[src/rtl/if_redirect_stage_pkg.sv]
// if_redirect_stage_pkg
//   Shared constants and the redirect-kind encoding for the fetch redirect stage.
//   The redirect kinds are ordered numerically by priority, so a plain magnitude
//   compare of two kinds tells which one wins.
package if_redirect_stage_pkg;

    localparam logic [31:0] RESET_PC = 32'h0000_3000;
    localparam logic [31:0] EXC_VEC  = 32'h0000_4180;
    localparam logic [31:0] IM_BASE  = 32'h0000_3000;
    localparam logic [31:0] IM_BYTES = 32'h0000_1000;

    typedef enum logic [1:0] {
        REDIR_NONE = 2'd0,
        REDIR_BR   = 2'd1,
        REDIR_ERET = 2'd2,
        REDIR_EXC  = 2'd3
    } redir_kind_e;

endpackage

[src/rtl/if_redirect_stage_if.sv]
// if_redirect_stage_if
//   Groups the fetch/decode-side signals of the redirect stage.
//   master: pipeline side (drives stall, fetch data and redirect requests).
//   slave : the redirect stage (drives npc_f and the IF/ID register outputs).
interface if_redirect_stage_if #(
    parameter int unsigned WIDTH = 32
);
    logic             stall;
    logic [WIDTH-1:0] pc_f;
    logic [31:0]      instr_f;
    logic             br_req;
    logic [WIDTH-1:0] br_target;
    logic             is_jb_d;
    logic             eret_req;
    logic [WIDTH-1:0] epc;
    logic             exc_req;
    logic [WIDTH-1:0] npc_f;
    logic [31:0]      instr_d;
    logic [WIDTH-1:0] pc_d;
    logic [WIDTH-1:0] pc8_d;
    logic             valid_d;
    logic             adel_d;
    logic             bd_d;

    modport master (
        output stall, pc_f, instr_f, br_req, br_target, is_jb_d, eret_req, epc, exc_req,
        input  npc_f, instr_d, pc_d, pc8_d, valid_d, adel_d, bd_d
    );

    modport slave (
        input  stall, pc_f, instr_f, br_req, br_target, is_jb_d, eret_req, epc, exc_req,
        output npc_f, instr_d, pc_d, pc8_d, valid_d, adel_d, bd_d
    );
endinterface

[src/rtl/if_redirect_stage_redirect_pend.sv]
// if_redirect_stage_redirect_pend
//   Priority arbiter plus pending-redirect FSM. Requests seen while stalled are
//   captured (a later, strictly higher-priority request overwrites) and applied on
//   the first unstalled cycle; a same-cycle request of equal or higher priority
//   beats the pending one.
//   Ports: clk, reset (sync, active-high), stall, br_req/br_target, eret_req/epc,
//   exc_req in; apply (redirect taken this cycle), apply_kind, apply_tgt out
//   (combinational, only meaningful with stall=0).
module if_redirect_stage_redirect_pend
    import if_redirect_stage_pkg::*;
#(
    parameter int unsigned      WIDTH   = 32,
    parameter logic [WIDTH-1:0] EXC_VEC = WIDTH'(if_redirect_stage_pkg::EXC_VEC)
) (
    input  logic             clk,
    input  logic             reset,
    input  logic             stall,
    input  logic             br_req,
    input  logic [WIDTH-1:0] br_target,
    input  logic             eret_req,
    input  logic [WIDTH-1:0] epc,
    input  logic             exc_req,
    output logic             apply,
    output redir_kind_e      apply_kind,
    output logic [WIDTH-1:0] apply_tgt
);

    typedef enum logic {StIdle, StPend} pend_state_e;

    pend_state_e      state_q;
    redir_kind_e      pend_kind_q;
    logic [WIDTH-1:0] pend_tgt_q;

    redir_kind_e      cur_kind;
    logic [WIDTH-1:0] cur_tgt;

    always_comb begin
        cur_kind = REDIR_NONE;
        cur_tgt  = '0;
        if (exc_req) begin
            cur_kind = REDIR_EXC;
            cur_tgt  = EXC_VEC;
        end else if (eret_req) begin
            cur_kind = REDIR_ERET;
            cur_tgt  = epc;
        end else if (br_req) begin
            cur_kind = REDIR_BR;
            cur_tgt  = br_target;
        end
    end

    always_ff @(posedge clk) begin
        if (reset) begin
            state_q     <= StIdle;
            pend_kind_q <= REDIR_NONE;
            pend_tgt_q  <= '0;
        end else if (stall) begin
            if ((cur_kind != REDIR_NONE) && ((state_q == StIdle) || (cur_kind > pend_kind_q))) begin
                state_q     <= StPend;
                pend_kind_q <= cur_kind;
                pend_tgt_q  <= cur_tgt;
            end
        end else begin
            // Any pending redirect is consumed on the first unstalled cycle.
            state_q     <= StIdle;
            pend_kind_q <= REDIR_NONE;
        end
    end

    always_comb begin
        apply      = 1'b0;
        apply_kind = REDIR_NONE;
        apply_tgt  = '0;
        if (!stall) begin
            if ((state_q == StPend) && (cur_kind < pend_kind_q)) begin
                apply      = 1'b1;
                apply_kind = pend_kind_q;
                apply_tgt  = pend_tgt_q;
            end else if (cur_kind != REDIR_NONE) begin
                apply      = 1'b1;
                apply_kind = cur_kind;
                apply_tgt  = cur_tgt;
            end
        end
    end

endmodule

[src/rtl/if_redirect_stage.sv]
// if_redirect_stage
//   Computes the next PC (sequential, branch/jump, ERET or exception target) for
//   the PC register and holds the IF/ID pipeline register.
//   Ports: clk, reset (sync, active-high), bus (if_redirect_stage_if.slave):
//   stall, pc_f, instr_f, br_req, br_target, is_jb_d, eret_req, epc, exc_req in;
//   npc_f (combinational), instr_d, pc_d, pc8_d, valid_d, adel_d, bd_d out.
//   Build option DELAY_SLOT_EN: when defined, a branch redirect keeps the
//   delay-slot instruction (bd_d marks it); otherwise branches also squash the
//   instruction in F and bd_d is always 0.
module if_redirect_stage
    import if_redirect_stage_pkg::*;
#(
    parameter int unsigned      WIDTH    = 32,
    parameter logic [WIDTH-1:0] RESET_PC = WIDTH'(if_redirect_stage_pkg::RESET_PC),
    parameter logic [WIDTH-1:0] EXC_VEC  = WIDTH'(if_redirect_stage_pkg::EXC_VEC),
    parameter logic [WIDTH-1:0] IM_BASE  = WIDTH'(if_redirect_stage_pkg::IM_BASE),
    parameter logic [WIDTH-1:0] IM_BYTES = WIDTH'(if_redirect_stage_pkg::IM_BYTES)
) (
    input logic              clk,
    input logic              reset,
    if_redirect_stage_if.slave bus
);

    localparam logic [WIDTH-1:0] IM_END = IM_BASE + IM_BYTES;

    logic             apply;
    redir_kind_e      apply_kind;
    logic [WIDTH-1:0] apply_tgt;

    logic [31:0]      instr_q;
    logic [WIDTH-1:0] pc_q;
    logic             valid_q;
    logic             adel_q;
    logic             bd_q;
    logic             bd_next;
    logic             flush;
    logic             fetch_adel;
    logic [WIDTH-1:0] pc_plus4;

    if_redirect_stage_redirect_pend #(
        .WIDTH   (WIDTH),
        .EXC_VEC (EXC_VEC)
    ) u_redirect_pend (
        .clk        (clk),
        .reset      (reset),
        .stall      (bus.stall),
        .br_req     (bus.br_req),
        .br_target  (bus.br_target),
        .eret_req   (bus.eret_req),
        .epc        (bus.epc),
        .exc_req    (bus.exc_req),
        .apply      (apply),
        .apply_kind (apply_kind),
        .apply_tgt  (apply_tgt)
    );

    assign pc_plus4   = bus.pc_f + WIDTH'(4);
    assign bus.npc_f  = apply ? apply_tgt : pc_plus4;
    assign fetch_adel = (bus.pc_f[1:0] != 2'b00) || (bus.pc_f < IM_BASE) ||
                        (bus.pc_f >= IM_END);

`ifdef DELAY_SLOT_EN
    // Branches keep the delay-slot instruction; only exc/eret squash F.
    assign flush   = apply && ((apply_kind == REDIR_EXC) || (apply_kind == REDIR_ERET));
    assign bd_next = bus.is_jb_d & valid_q;
`else
    // apply implies a real redirect kind, so every applied redirect squashes F.
    assign flush   = apply;
    assign bd_next = 1'b0;
`endif

    always_ff @(posedge clk) begin
        if (reset) begin
            instr_q <= '0;
            pc_q    <= RESET_PC;
            valid_q <= 1'b0;
            adel_q  <= 1'b0;
            bd_q    <= 1'b0;
        end else if (!bus.stall) begin
            // pc_d is loaded even on a flush so it can serve as EPC.
            pc_q <= bus.pc_f;
            if (flush) begin
                instr_q <= '0;
                valid_q <= 1'b0;
                adel_q  <= 1'b0;
                bd_q    <= 1'b0;
            end else begin
                instr_q <= fetch_adel ? 32'h0 : bus.instr_f;
                valid_q <= 1'b1;
                adel_q  <= fetch_adel;
                bd_q    <= bd_next;
            end
        end
    end

    assign bus.instr_d = instr_q;
    assign bus.pc_d    = pc_q;
    assign bus.pc8_d   = pc_q + WIDTH'(8);
    assign bus.valid_d = valid_q;
    assign bus.adel_d  = adel_q;
    assign bus.bd_d    = bd_q;

endmodule

[src/flat_wrapper.sv]
// flat-port wrapper written by rule: the top's interface ports become plain ports
module if_redirect_stage_flat import if_redirect_stage_pkg::*;
#(
    parameter int unsigned      WIDTH    = 32,
    parameter logic [WIDTH-1:0] RESET_PC = WIDTH'(if_redirect_stage_pkg::RESET_PC),
    parameter logic [WIDTH-1:0] EXC_VEC  = WIDTH'(if_redirect_stage_pkg::EXC_VEC),
    parameter logic [WIDTH-1:0] IM_BASE  = WIDTH'(if_redirect_stage_pkg::IM_BASE),
    parameter logic [WIDTH-1:0] IM_BYTES = WIDTH'(if_redirect_stage_pkg::IM_BYTES)
)
  (clk, reset, bus_stall, bus_pc_f, bus_instr_f, bus_br_req, bus_br_target, bus_is_jb_d, bus_eret_req, bus_epc, bus_exc_req, bus_npc_f, bus_instr_d, bus_pc_d, bus_pc8_d, bus_valid_d, bus_adel_d, bus_bd_d);
  if_redirect_stage_if #(.WIDTH(WIDTH)) bus_i ();
  input logic clk;
  input logic reset;
  input wire logic [$bits(bus_i.stall)-1:0] bus_stall;
  input wire logic [$bits(bus_i.pc_f)-1:0] bus_pc_f;
  input wire logic [$bits(bus_i.instr_f)-1:0] bus_instr_f;
  input wire logic [$bits(bus_i.br_req)-1:0] bus_br_req;
  input wire logic [$bits(bus_i.br_target)-1:0] bus_br_target;
  input wire logic [$bits(bus_i.is_jb_d)-1:0] bus_is_jb_d;
  input wire logic [$bits(bus_i.eret_req)-1:0] bus_eret_req;
  input wire logic [$bits(bus_i.epc)-1:0] bus_epc;
  input wire logic [$bits(bus_i.exc_req)-1:0] bus_exc_req;
  output wire logic [$bits(bus_i.npc_f)-1:0] bus_npc_f;
  output wire logic [$bits(bus_i.instr_d)-1:0] bus_instr_d;
  output wire logic [$bits(bus_i.pc_d)-1:0] bus_pc_d;
  output wire logic [$bits(bus_i.pc8_d)-1:0] bus_pc8_d;
  output wire logic [$bits(bus_i.valid_d)-1:0] bus_valid_d;
  output wire logic [$bits(bus_i.adel_d)-1:0] bus_adel_d;
  output wire logic [$bits(bus_i.bd_d)-1:0] bus_bd_d;
  assign bus_i.stall = bus_stall;
  assign bus_i.pc_f = bus_pc_f;
  assign bus_i.instr_f = bus_instr_f;
  assign bus_i.br_req = bus_br_req;
  assign bus_i.br_target = bus_br_target;
  assign bus_i.is_jb_d = bus_is_jb_d;
  assign bus_i.eret_req = bus_eret_req;
  assign bus_i.epc = bus_epc;
  assign bus_i.exc_req = bus_exc_req;
  assign bus_npc_f = bus_i.npc_f;
  assign bus_instr_d = bus_i.instr_d;
  assign bus_pc_d = bus_i.pc_d;
  assign bus_pc8_d = bus_i.pc8_d;
  assign bus_valid_d = bus_i.valid_d;
  assign bus_adel_d = bus_i.adel_d;
  assign bus_bd_d = bus_i.bd_d;
  if_redirect_stage #(.WIDTH(WIDTH), .RESET_PC(RESET_PC), .EXC_VEC(EXC_VEC), .IM_BASE(IM_BASE), .IM_BYTES(IM_BYTES)) u_core (.clk(clk), .reset(reset), .bus(bus_i));
endmodule
[config.mk]
export PLATFORM = sky130hd
export DESIGN_NAME = if_redirect_stage_flat
export DESIGN_NICKNAME = d
export VERILOG_FILES = /design/src/rtl/if_redirect_stage_pkg.sv /design/src/rtl/if_redirect_stage_if.sv /design/src/rtl/if_redirect_stage_redirect_pend.sv /design/src/rtl/if_redirect_stage.sv /design/src/flat_wrapper.sv
export SDC_FILE = /design/constraint.sdc
export NUM_CORES = 1
export LEC_CHECK = 0
export ABC_CLOCK_PERIOD_IN_PS = 4100
export CORE_ASPECT_RATIO = 0.9
export CORE_MARGIN = 3
export CORE_UTILIZATION = 44
export CTS_CLUSTER_SIZE = 25
export DETAILED_ROUTE_END_ITERATION = 8
export PLACE_DENSITY = 0.82
export SYNTH_ARGS = -nofsm -noshare
export SYNTH_HDL_FRONTEND = slang
export SYNTH_HIERARCHICAL = 1
export SYNTH_SLANG_ARGS = --single-unit
[constraint.sdc]
create_clock -name clk -period 4.1 [get_ports clk]
set_clock_uncertainty 0.05 [all_clocks]
set_input_delay 0.615 -clock clk [delete_from_list [all_inputs] [get_ports clk]]
set_output_delay 0.615 -clock clk [all_outputs]
set_load 0.005 [all_outputs]
## After elaboration in Yosys (flattened, before gate mapping)

Cells that the tools add are included.

| word-level totals | value |
|---|---|
| register bits after elaboration | 101 |
| output and inout bits | 131 |
| bits of input ports | 135 |
| logic and storage cells | 41 |

| operators by class | value |
|---|---|
| muxes and demuxes | 17 |
| bitwise logic cells | 2 |
| order comparisons | 4 |
| $add $sub $neg | 2 |
| reductions and logical operators | 9 |

Operators with widths:

| kind | number |
|---|---|
| $mux 32 | 9 |
| $add 32x3->32 const B | 1 |
| $add 32x4->32 const B | 1 |
| $ge 32x15->1 const B | 1 |
| $lt 32x14->1 const B | 1 |
| $mux 1 | 6 |
| $mux 2 | 2 |
| $reduce_bool 2->1 | 2 |
| $logic_or 1x1->1 | 3 |
| $gt 2x2->1 | 1 |
| $logic_and 1x1->1 | 2 |
| $lt 2x2->1 | 1 |
| $not 1->1 | 2 |
| $reduce_and 2->1 | 1 |
| $reduce_or 2->1 | 1 |

## Depth between registers and ports, before layout

| depth | value |
|---|---|
| word-level depth | 8 |
| depth in mapped cells | 14 |

## Hierarchy

The synthesis kept the hierarchy.

Modules (own cells, without submodules):

| module | cells an instance | seq. area each (um2) | area each (um2) | times used |
|---|---|---|---|---|
| if_redirect_stage | 521 | 1,321.3 | 4,058.9 | 1 |
| if_redirect_stage_redirect_pend | 298 | 700.7 | 2,328.5 | 1 |

## Worst setup path before layout

Ideal clock, no wire load.

| timing path | value |
|---|---|
| path kind | input to output |
| from | input bus_eret_req |
| to | output bus_npc_f[21] |
| path slack | 243 ps |
| data arrival time | 3,192 ps |
| data required time | 3,435 ps |
| stages | 14 |
| path through | buf_2 -> nor2_1 -> inv_1 -> ha_1 -> nor2b_1 -> or2_2 -> buf_4 -> buf_2 -> a21oi_1 -> clkbuf_1 -> clkbuf_1 -> clkbuf_1 -> nand2_1 -> nand3_1 |

| between the ends | value |
|---|---|
| word-level cells in the longest chain between the ends | 7 |
| elaborated cells between the ends (all ways) | 14 |
| those cells by class | order compare: 1; mux: 11; reduce/logical: 2 |

RTL lines:

| what | line | RTL |
|---|---|---|
| from (decl) | flat_wrapper.sv:20 | `input wire logic [$bits(bus_i.eret_req)-1:0] bus_eret_req;` |
| $mux 2 * | if_redirect_stage_redirect_pend.sv:43 | `end else if (eret_req) begin` |
| $mux 2 * | if_redirect_stage_redirect_pend.sv:40 | `if (exc_req) begin` |
| via u_core.u_redirect_pend.cur_kind[1] | if_redirect_stage_redirect_pend.sv:34 | `redir_kind_e cur_kind;` |
| $lt 2x2->1 or $reduce_bool 2->1 (tied branches) | if_redirect_stage_redirect_pend.sv:75, if_redirect_stage_redirect_pend.sv:79 |  |
| $logic_and 1x1->1 or $mux 1 (tied branches) | if_redirect_stage_redirect_pend.sv:75, if_redirect_stage_redirect_pend.sv:79 |  |
| $mux 1 * | if_redirect_stage_redirect_pend.sv:75 | `if ((state_q == StPend) && (cur_kind < pend_kind_q)) begin` |
| $mux 1 * | if_redirect_stage_redirect_pend.sv:74 | `if (!stall) begin` |
| via u_core.apply | if_redirect_stage.sv:26 | `logic apply;` |
| $mux 32 * | if_redirect_stage.sv:58 | `assign bus.npc_f = apply ? apply_tgt : pc_plus4;` |
| to (decl) | flat_wrapper.sv:23 | `output wire logic [$bits(bus_i.npc_f)-1:0] bus_npc_f;` |

Mark *: on every way through the listed nets, which the timed path passes. The rest lies on a longest branch.

## Worst setup path after layout

| timing path | value |
|---|---|
| from | input bus_exc_req |
| to | output bus_npc_f[20] |

| between the ends | value |
|---|---|
| word-level cells in the longest chain between the ends | 6 |
| elaborated cells between the ends (all ways) | 12 |
| those cells by class | order compare: 1; mux: 9; reduce/logical: 2 |

RTL lines:

| what | line | RTL |
|---|---|---|
| from (decl) | flat_wrapper.sv:22 | `input wire logic [$bits(bus_i.exc_req)-1:0] bus_exc_req;` |
| $mux 2 * | if_redirect_stage_redirect_pend.sv:40 |  |
| via u_core.u_redirect_pend.cur_kind[1] | if_redirect_stage_redirect_pend.sv:34 |  |
| $lt 2x2->1 or $reduce_bool 2->1 (tied branches) | if_redirect_stage_redirect_pend.sv:75, if_redirect_stage_redirect_pend.sv:79 |  |
| $logic_and 1x1->1 or $mux 32 (tied branches) | if_redirect_stage_redirect_pend.sv:75, if_redirect_stage_redirect_pend.sv:79 |  |
| $mux 32 * | if_redirect_stage_redirect_pend.sv:75 |  |
| $mux 32 * | if_redirect_stage_redirect_pend.sv:74 |  |
| via u_core.apply_tgt[20] | if_redirect_stage.sv:28 | `logic [WIDTH-1:0] apply_tgt;` |
| $mux 32 * | if_redirect_stage.sv:58 |  |

Marked as above.

==> results <==
## worst max-delay path by stage
stage	start	endpoint	slack [ns]
after CTS	bus_eret_req	bus_npc_f[20]	0.02
final	bus_exc_req	bus_npc_f[20]	0.14
after global placement	bus_eret_req	bus_npc_f[20]	0.07
after detailed placement	bus_eret_req	bus_npc_f[20]	0.03
after global routing	bus_exc_req	bus_npc_f[20]	0.02
after floorplan	bus_eret_req	bus_npc_f[21]	0.31
## layout make-up
cell class | count | area share
sequential | 101 | 0.2126
inverter | 12 | 0.004736
tap | 193 | 0.02539
multi-input combinational | 624 | 0.4133
clock inverter | 7 | 0.008550
clock buffer | 9 | 0.02368
timing repair buffer | 301 | 0.3118
## through the flow
step,setup WS (ns),cells
2_1_floorplan,0.3081,815
3_3_place_gp,0.07480,1230
3_5_place_dp,0.03104,1230
4_1_cts,0.02350,1246
5_1_grt,0.01705,1247
6_report,0.1438,1247
## what timing repair did
item,4_1_cts,5_1_grt
endpoints found under the setup margin,0,32
gates resized for setup,0,6
buffers inserted,0,1
## worst max-delay path, cell delays in order
cell and delay [ns]:
clkdlybuf4s50_1 0.44, nor2_2 0.17, inv_1 0.07, ha_1 0.28, nor2b_2 0.16, or2_4 0.25, buf_12 0.20, mux2i_1 0.15
nor2_1 0.09, nor2_1 0.05, a31oi_1 0.23, clkdlybuf4s50_1 0.56
## layout by cell type (no fill, tap or decap), types with 3 or more instances in the layout
cell type and n:
a32o_1 28, xnor2_1 31, nor4_1 5, a31oi_1 10, or4_1 12, o21ai_1 18
o31ai_1 6, ha_1 5, nor2b_2 4, nand4_1 48, nor3_1 9, inv_1 11
nand3_1 60, nand2_1 73, xor2_1 11, clkbuf_16 9, o21ai_0 30, nor2_1 85
buf_4 36, clkdlybuf4s50_1 260, buf_12 4, a21oi_1 69, and4_1 5, and2_1 3
and3_1 6, mux2_1 3, a221o_1 3, dfxtp_1 101, mux2i_1 62
## state kept, by name, summed over array words and instances (netlist names)
name / count
u_core/bus.adel_d: 1
u_core/bus.instr_d: 32
u_core/bus.pc_d: 32
u_core/bus.valid_d: 1
u_core/u_redirect_pend/pend_kind_q: 2
u_core/u_redirect_pend/pend_tgt_q: 32
u_core/u_redirect_pend/state_q: 1
## report_power, final
group / total, W / internal [W] / switching (W)
clock network: 0.000902 / 0.000484 / 0.000418
registers: 0.00105 / 0.00102 / 0.0000376
logic: 0.000629 / 0.000352 / 0.000277
## per-layer routing
| metal | global-route usage | vias up | share of wire |
|---|---|---|---|
| li1 | - | 3430 | - |
| met1 | 0.3618 | 3364 | 0.44 |
| met2 | 0.4166 | 309 | 0.47 |
| met3 | 0.06580 | 32 | 0.077 |
| met4 | 0.07727 | 0 | 0.014 |
| met5 | 0 | - | 0 |
==> out/results.tsv <==
metric	value	unit
path_max_fanout	32	
worstPathArrival	3.29	ns
routed_via_density	5.722	
ctsHoldBuffers	0	
reg2reg_from	u_core/u_redirect_pend/pend_kind_q[1]	
die_h	120.1	um
gp_congestion	0.8679	
drive_above_1_share	0.07306	
worst_pin_slew	1.097	ns
hold_path_class	flip-flop to flip-flop	
setup_viol	0	
path_class	input pin to output pin	
ios	266	
dieArea	0.01595	mm^2
drt_wl_total	22.24	mm
total_power	0.002584	W
hold_start	u_core/bus.instr_d[7]	
ir_worst_vdd	195.3	uV
seq_area	0.002022	mm^2
die_x	132.8	um
ff2ff_path_depth	9	
rsz0062_at_grt	false	
antenna_found_initial	0	
min_period_over_period	0.9649	
areaGrowthSynthToFinish	49.44	%
hold_path_end	u_core/bus.instr_d[7]	
initialDrtViolationCount	682	
syn-instance-count	815	
multiInputGateArea	0.003931	mm^2
grt_overflow	0	
ctsLongestPathBuffers	2	
netlist_area	0.006365	mm^2
grt_max_degree	100	
final_util	0.6742	
syn_area_per_cell	7.810	um^2
stdcell_area	0.009512	mm^2
yosys_warnings	6	
crit_required	3.43	ns
numCtsBuffers	9	
clockRootBuffer	clkbuf_16	
rr_endpoint	u_core/bus.instr_d[21]	
grt_pass1_wl	34.86	mm
status	completed	
pwr_density_cell	271.7	mW/mm^2
placedInstanceArea	0.009180	mm^2
final_net_count	1189	
fin_crit	3.956	ns
drc_errors	0	
hold-worst-slack	0.4034	ns
core	0.01411	mm^2
start_kind	input pin	
antenna_cells	0	
cts_tree	yes	
first_global_vias	6680	
grt_usage	0.2654	
finalSetupTns	0	ns
first_pass_iters	5	
initial_core_util	0.4512	
clkTransAtPathRegs	0.07	ns
place.port_buffers	263	
syn-num-nets	955	
rows	41	
wire_per_inst	17.84	um
whs_path_depth	2	
finalMaxSlewViolations	0	
nFillCells	1183	
hpwl	16.12	mm
rrSetupSlack	1.60	ns
p_leak	3.552	nW
hold_viol_final	0	
htree_levels	3	
slew_headroom	0.2685	
clock_latency	0.35	ns
drv_cap	0	
fmax	252.8	MHz
cts_sinks	101	
antenna_left	0	
endpoint_kind	output pin	
route.vias.total	7135	
Note: power is estimated with default switching activity, not from simulation.
